`src/rtl/led_seq_pkg.sv`:
```
// ============================================================================
// Module   : led_seq_pkg
// Purpose  : Shared types and helpers for the LED sequencer.
// Revision : 1.0 - initial release
// ============================================================================
`default_nettype none

package led_seq_pkg;

  localparam int N_MODES = 4;

  typedef enum logic [1:0] {
    COUNT  = 2'd0,
    RUN    = 2'd1,
    BOUNCE = 2'd2,
    BLINK  = 2'd3
  } mode_t;

  typedef enum logic {
    LEFT  = 1'b0,
    RIGHT = 1'b1
  } dir_t;

  function automatic mode_t next_mode(input mode_t m);
    return mode_t'(2'((int'(m) + 1) % N_MODES));
  endfunction

  // Every mode's entry pattern is either all-off or a single lit LSB.
  function automatic logic init_lsb(input mode_t m);
    return (m == RUN) || (m == BOUNCE);
  endfunction

endpackage

`default_nettype wire

```
`src/rtl/rise_detect.sv`:
```
// ============================================================================
// Module   : rise_detect
// Purpose  : Rising-edge pulse from a level; optional 2-flop synchronizer
//            when LED_SEQ_SYNC_EN is defined.
// Revision : 1.0 - initial release
// ============================================================================
`default_nettype none

module rise_detect (
  input  logic clock,
  input  logic reset,
  input  logic level_in,
  output logic rise
);

  logic w_level;
  logic r_hist;

`ifdef LED_SEQ_SYNC_EN
  logic [1:0] r_sync;

  always_ff @(posedge clock) begin
    if (reset) begin
      r_sync <= 2'b00;
    end else begin
      r_sync <= {r_sync[0], level_in};
    end
  end

  assign w_level = r_sync[1];
`else
  assign w_level = level_in;
`endif

  // History tracks the level during reset too, so a level already high at
  // release is not mistaken for an edge.
  always_ff @(posedge clock) begin
    if (reset) begin
      r_hist <= w_level;
    end else begin
      r_hist <= w_level;
    end
  end

  assign rise = w_level & ~r_hist;

endmodule

`default_nettype wire

```
`src/rtl/led_sequencer.sv`:
```
// ============================================================================
// Module   : led_sequencer
// Purpose  : Steps an LED pattern (count/run/bounce/blink) on slow-tick edges.
//            Optional input synchronizers: define LED_SEQ_SYNC_EN.
// Revision : 1.0 - initial release
// ============================================================================
`default_nettype none

module led_sequencer
  import led_seq_pkg::*;
#(
  parameter int W_LED = 8
) (
  input  logic             clock,
  input  logic             reset,
  input  logic             tick_in,
  input  logic             mode_next,
  input  logic             pause,
  output logic [W_LED-1:0] leds,
  output logic [1:0]       mode,
  output logic             step_strobe
);

  logic             w_step;
  logic             w_req;
  mode_t            w_mode_nxt;
  logic [W_LED-1:0] w_next_leds;
  dir_t             w_next_dir;

  logic [W_LED-1:0] r_leds;
  mode_t            r_mode;
  dir_t             r_dir;
  logic             r_strobe;

  rise_detect u_tick_rise (
    .clock    (clock),
    .reset    (reset),
    .level_in (tick_in),
    .rise     (w_step)
  );

  rise_detect u_mode_rise (
    .clock    (clock),
    .reset    (reset),
    .level_in (mode_next),
    .rise     (w_req)
  );

  assign w_mode_nxt = next_mode(r_mode);

  always_comb begin
    w_next_leds = r_leds;
    w_next_dir  = r_dir;
    case (r_mode)
      COUNT:  w_next_leds = r_leds + W_LED'(1);
      RUN:    w_next_leds = {r_leds[W_LED-2:0], r_leds[W_LED-1]};
      BOUNCE: begin
        // Turn around on reaching an end so the end LED is not shown twice.
        if (r_dir == LEFT) begin
          if (r_leds[W_LED-1]) begin
            w_next_dir  = RIGHT;
            w_next_leds = r_leds >> 1;
          end else begin
            w_next_leds = r_leds << 1;
          end
        end else begin
          if (r_leds[0]) begin
            w_next_dir  = LEFT;
            w_next_leds = r_leds << 1;
          end else begin
            w_next_leds = r_leds >> 1;
          end
        end
      end
      BLINK:  w_next_leds = ~r_leds;
      default: w_next_leds = r_leds;
    endcase
  end

  always_ff @(posedge clock) begin
    if (reset) begin
      r_leds   <= '0;
      r_mode   <= COUNT;
      r_dir    <= LEFT;
      r_strobe <= 1'b0;
    end else begin
      r_strobe <= 1'b0;
      if (w_req) begin
        r_mode <= w_mode_nxt;
        r_leds <= {{(W_LED-1){1'b0}}, init_lsb(w_mode_nxt)};
        r_dir  <= LEFT;
      end else if (w_step && !pause) begin
        r_leds   <= w_next_leds;
        r_dir    <= w_next_dir;
        r_strobe <= 1'b1;
      end
    end
  end

  assign leds        = r_leds;
  assign mode        = r_mode;
  assign step_strobe = r_strobe;

endmodule

`default_nettype wire
```
`config.mk`:
```
export PLATFORM = sky130hd
export DESIGN_NAME = led_sequencer
export DESIGN_NICKNAME = d
export VERILOG_FILES = /design/src/rtl/led_seq_pkg.sv /design/src/rtl/rise_detect.sv /design/src/rtl/led_sequencer.sv
export SDC_FILE = /design/constraint.sdc
export NUM_CORES = 1
export LEC_CHECK = 0
export ABC_AREA = 1
export BUFFER_PORTS_ARGS = -buffer_cell sky130_fd_sc_hd__buf_2
export CAP_MARGIN = 25
export CORE_MARGIN = 2
export CORE_UTILIZATION = 50
export CTS_BUF_LIST = sky130_fd_sc_hd__clkbuf_8 sky130_fd_sc_hd__clkbuf_16
export CTS_CLUSTER_SIZE = 30
export DETAILED_ROUTE_END_ITERATION = 10
export PLACE_DENSITY = 0.77
export SLEW_MARGIN = 15
export SYNTH_ARGS = -nofsm -noshare
export SYNTH_HDL_FRONTEND = slang
export SYNTH_SLANG_ARGS = --single-unit
```
`constraint.sdc`:
```
create_clock -name clock -period 2.15 [get_ports clock]
set_input_delay 0.5375 -clock clock [delete_from_list [all_inputs] [get_ports clock]]
set_output_delay 0.5375 -clock clock [all_outputs]
set_load 0.005 [all_outputs]
```
==> results.cfg <==
[global_route]
grt_pass1_wl_microns = 4770
grt_overflow = 0
grt_pass1_vias = 1091
antenna_found_initial = 0
grt_max_degree = 13
grtUsageTotal = 0.240

[power_and_ir_drop]
p_leak_uw = 0.000593
p_total_uw = 652
p_per_area_nw_per_um2 = 538
peakVddDrop_mv = 0.468

[route]
totalWireLength_microns = 2830
drt-initial-drc-count = 48
via_per_inst = 5.49
post_drt_wl_per_cell_microns = 12.7
dr.pass1.iters = 4
vias = 1224
route.detailed.drc = 0
drtAntennaViolNets = 0

[logic_synthesis]
synth_ff_type = dfxtp_1
yosysSeqAreaShare = 0.260
synth_compound_area_frac = 0.167
syn_area_per_cell_sq_um = 5.89
synth_common_cells = nand2_1, inv_1, nand3_1, a21oi_1, dfxtp_1
synthSimpleGateAreaFrac = 0.380
netlist_instances = 183
synth_cell_types = 22
yosys.area.top_type = dfxtp_1
synth_area_leaders = dfxtp_1, nand2_1, nand3_1
synth_edf_count = 0
synth-async-reset-ratio = 0
synth_fa_ha_area_frac = 0.0697
ys_ff_latch = 14
ys_warn_count = 0
post-synth-top-count-cell = nand2_1
synthMuxAreaShare = 0
synth_area_sq_um = 1080
synth_top_family_by_area = simple AND/OR/NAND/NOR gates
yosysTopAreaCellShare = 0.260
synth_xor_area_frac = 0
syn-num-nets = 194

[finish]
final_nets = 208
final_layout_size_suffix_gt1_frac = 0.143
antennaDiodeCount = 0
syn_to_final_growth_pct = 12.7

[sta]
drv_slew = 0
fmax_ghz = 0.622
setup-tns-final_ns = 0
period_minus_slack_ns = 1.61
max_slew_margin = 0.752
setup_violations = 0
fin_skew_ns = 0.000550
grt_setup_unrepaired = false
timing.final.crit_share = 0.748
hold_violations = 0
worst_slew_pin_slew_ns = 0.372

[worst_setup_path]
r2r_cells = 8
worstSetupStartpointType = flip-flop
critPathTopFamily = flip-flops
reg2reg_from = mode[0]$_SDFFE_PP0P_
cp_num_buf_inv = 2
crit_chain = inv_1 -> ha_1 -> inv_2 -> o21ai_0 -> a21oi_1 -> nand2_1 -> nand2_1 -> a21oi_1
r2r_slack_ns = 0.54
crit_fanout = 10
cp.required_ns = 2.28
slowest_delay_ns = 0.39
worstSetupPathType = reg -> reg
end_kind = flip-flop
r2r_end = leds[3]$_SDFFE_PP0P_
crit_slowest_cell = dfxtp_1
cp.arrival_ns = 1.73

[clock_tree]
cts_resized = 0
cts_buffers = 3
clock-sinks = 14
clk_pin_slew_ns = 0.06
postCtsSetupBuffers = 0
h-tree-depth = 1
cts_buffer_depth = 2
cts_tree = done
cts_hold_buffers = 0
clk_latency_ns = 0.24
root_buffer = clkbuf_8

[flow_run]
cap_violations = 0

[floorplanning]
ios = 16
initial_core_util = 0.538
dieArea_sq_um = 2540
rows = 16
die_x_microns = 50.4
coreArea_sq_um = 2000
die_h_microns = 50.4

[place]
port_buffers = 15
gp_congestion = 0.937
hpwl_microns = 2080

[min_path]
hold-path-endpoint = u_mode_rise.r_hist$_DFF_P_
min_from = mode_next
min_path_type = in -> reg
holdPathStages = 1

[run_status]
status = complete, no violations
cell type report:
cell class / count / area [sq um]
flip-flops and latches: 14 / 280
inverters: 28 / 105
well taps: 27 / 33.8
multi-input cells: 135 / 664
clock buffers: 4 / 55.1
repair buffers: 15 / 75.1
fillers: 214 / 788
worst max path at each step:
stage | start | end | slack, ns | cells after the start
floorplan | mode[0]$_SDFFE_PP0P_ | leds[5]$_SDFFE_PP0P_ | 0.74 | 9
global placement | tick_in | leds[3]$_SDFFE_PP0P_ | 0.54 | 8
detailed placement | tick_in | leds[3]$_SDFFE_PP0P_ | 0.49 | 8
CTS | mode[0]$_SDFFE_PP0P_ | leds[3]$_SDFFE_PP0P_ | 0.57 | 8
global route | mode[0]$_SDFFE_PP0P_ | leds[2]$_SDFFE_PP0P_ | 0.41 | 8
finish | mode[0]$_SDFFE_PP0P_ | leds[3]$_SDFFE_PP0P_ | 0.54 | 8
cell usage in the layout, fill, tap and decap left out, drive strengths merged:
cell type and count:
o21ai 8, a22oi 1, nand3 23, ha 6, a21oi 20, o21bai 1, nor2 10, inv 28
o21a 1, nand2 61, a31oi 1, dfxtp 14, nand4 2, a211oi 1, clkbuf 4, buf 15
per-layer routing:
metal | GRT usage | wire length [microns] | up-vias
met2 | 0.393 | 1330 | 52
li1 | - | - | 609
met1 | 0.328 | 1290 | 555
met3 | 0.0208 | 172 | 8
met4 | 0.0901 | 42 | 0
met5 | 0 | 0 | -
registers in the layout, indices dropped and copies added, names as in the netlist:
signal              flops
u_mode_rise.r_hist      1
step_strobe             1
leds                    8
r_dir                   1
mode                    2
u_tick_rise.r_hist      1
worst reg2reg max path: stages, from the launching register on:
cell     delay (ns)
dfxtp_1        0.39
inv_1          0.13
ha_1           0.34
inv_2          0.18
o21ai_0        0.12
a21oi_1        0.15
nand2_1        0.07
nand2_1        0.06
a21oi_1        0.06
power by group:
| part | switching, uW | internal (uW) | total, uW | leakage (uW) |
|---|---|---|---|---|
| logic | 73.7 | 42.6 | 116 | 0.000450 |
| clock network | 88.3 | 162 | 250 | 0.0000288 |
| registers | 16.2 | 270 | 286 | 0.000114 |
cell families (layout without fill, tap and decap cells):
kind of cell	Yosys count	count (layout)
AND/OR/NAND/NOR	96	96
buffers and inverters	34	47
AO/OA/AOI/OAI	33	33
flip-flops	14	14
adder cells (fa/ha/maj)	6	6
metrics by stage:
| stage | cell area, sq um | cells | hold WS [ns] | utilization | setup slack (ns) |
|---|---|---|---|---|---|
| floorplan | 1080 | 183 | 0.492 | - | 0.742 |
| global route | 1210 | 223 | 0.407 | 0.606 | 0.407 |
| CTS | 1210 | 223 | 0.403 | 0.606 | 0.566 |
| finish | 1210 | 223 | 0.408 | 0.606 | 0.542 |
| detailed placement | 1160 | 219 | 0.514 | 0.579 | 0.489 |
| global placement | 1160 | 219 | 0.500 | 0.579 | 0.542 |
Note: power is estimated with default switching activity, not from simulation.
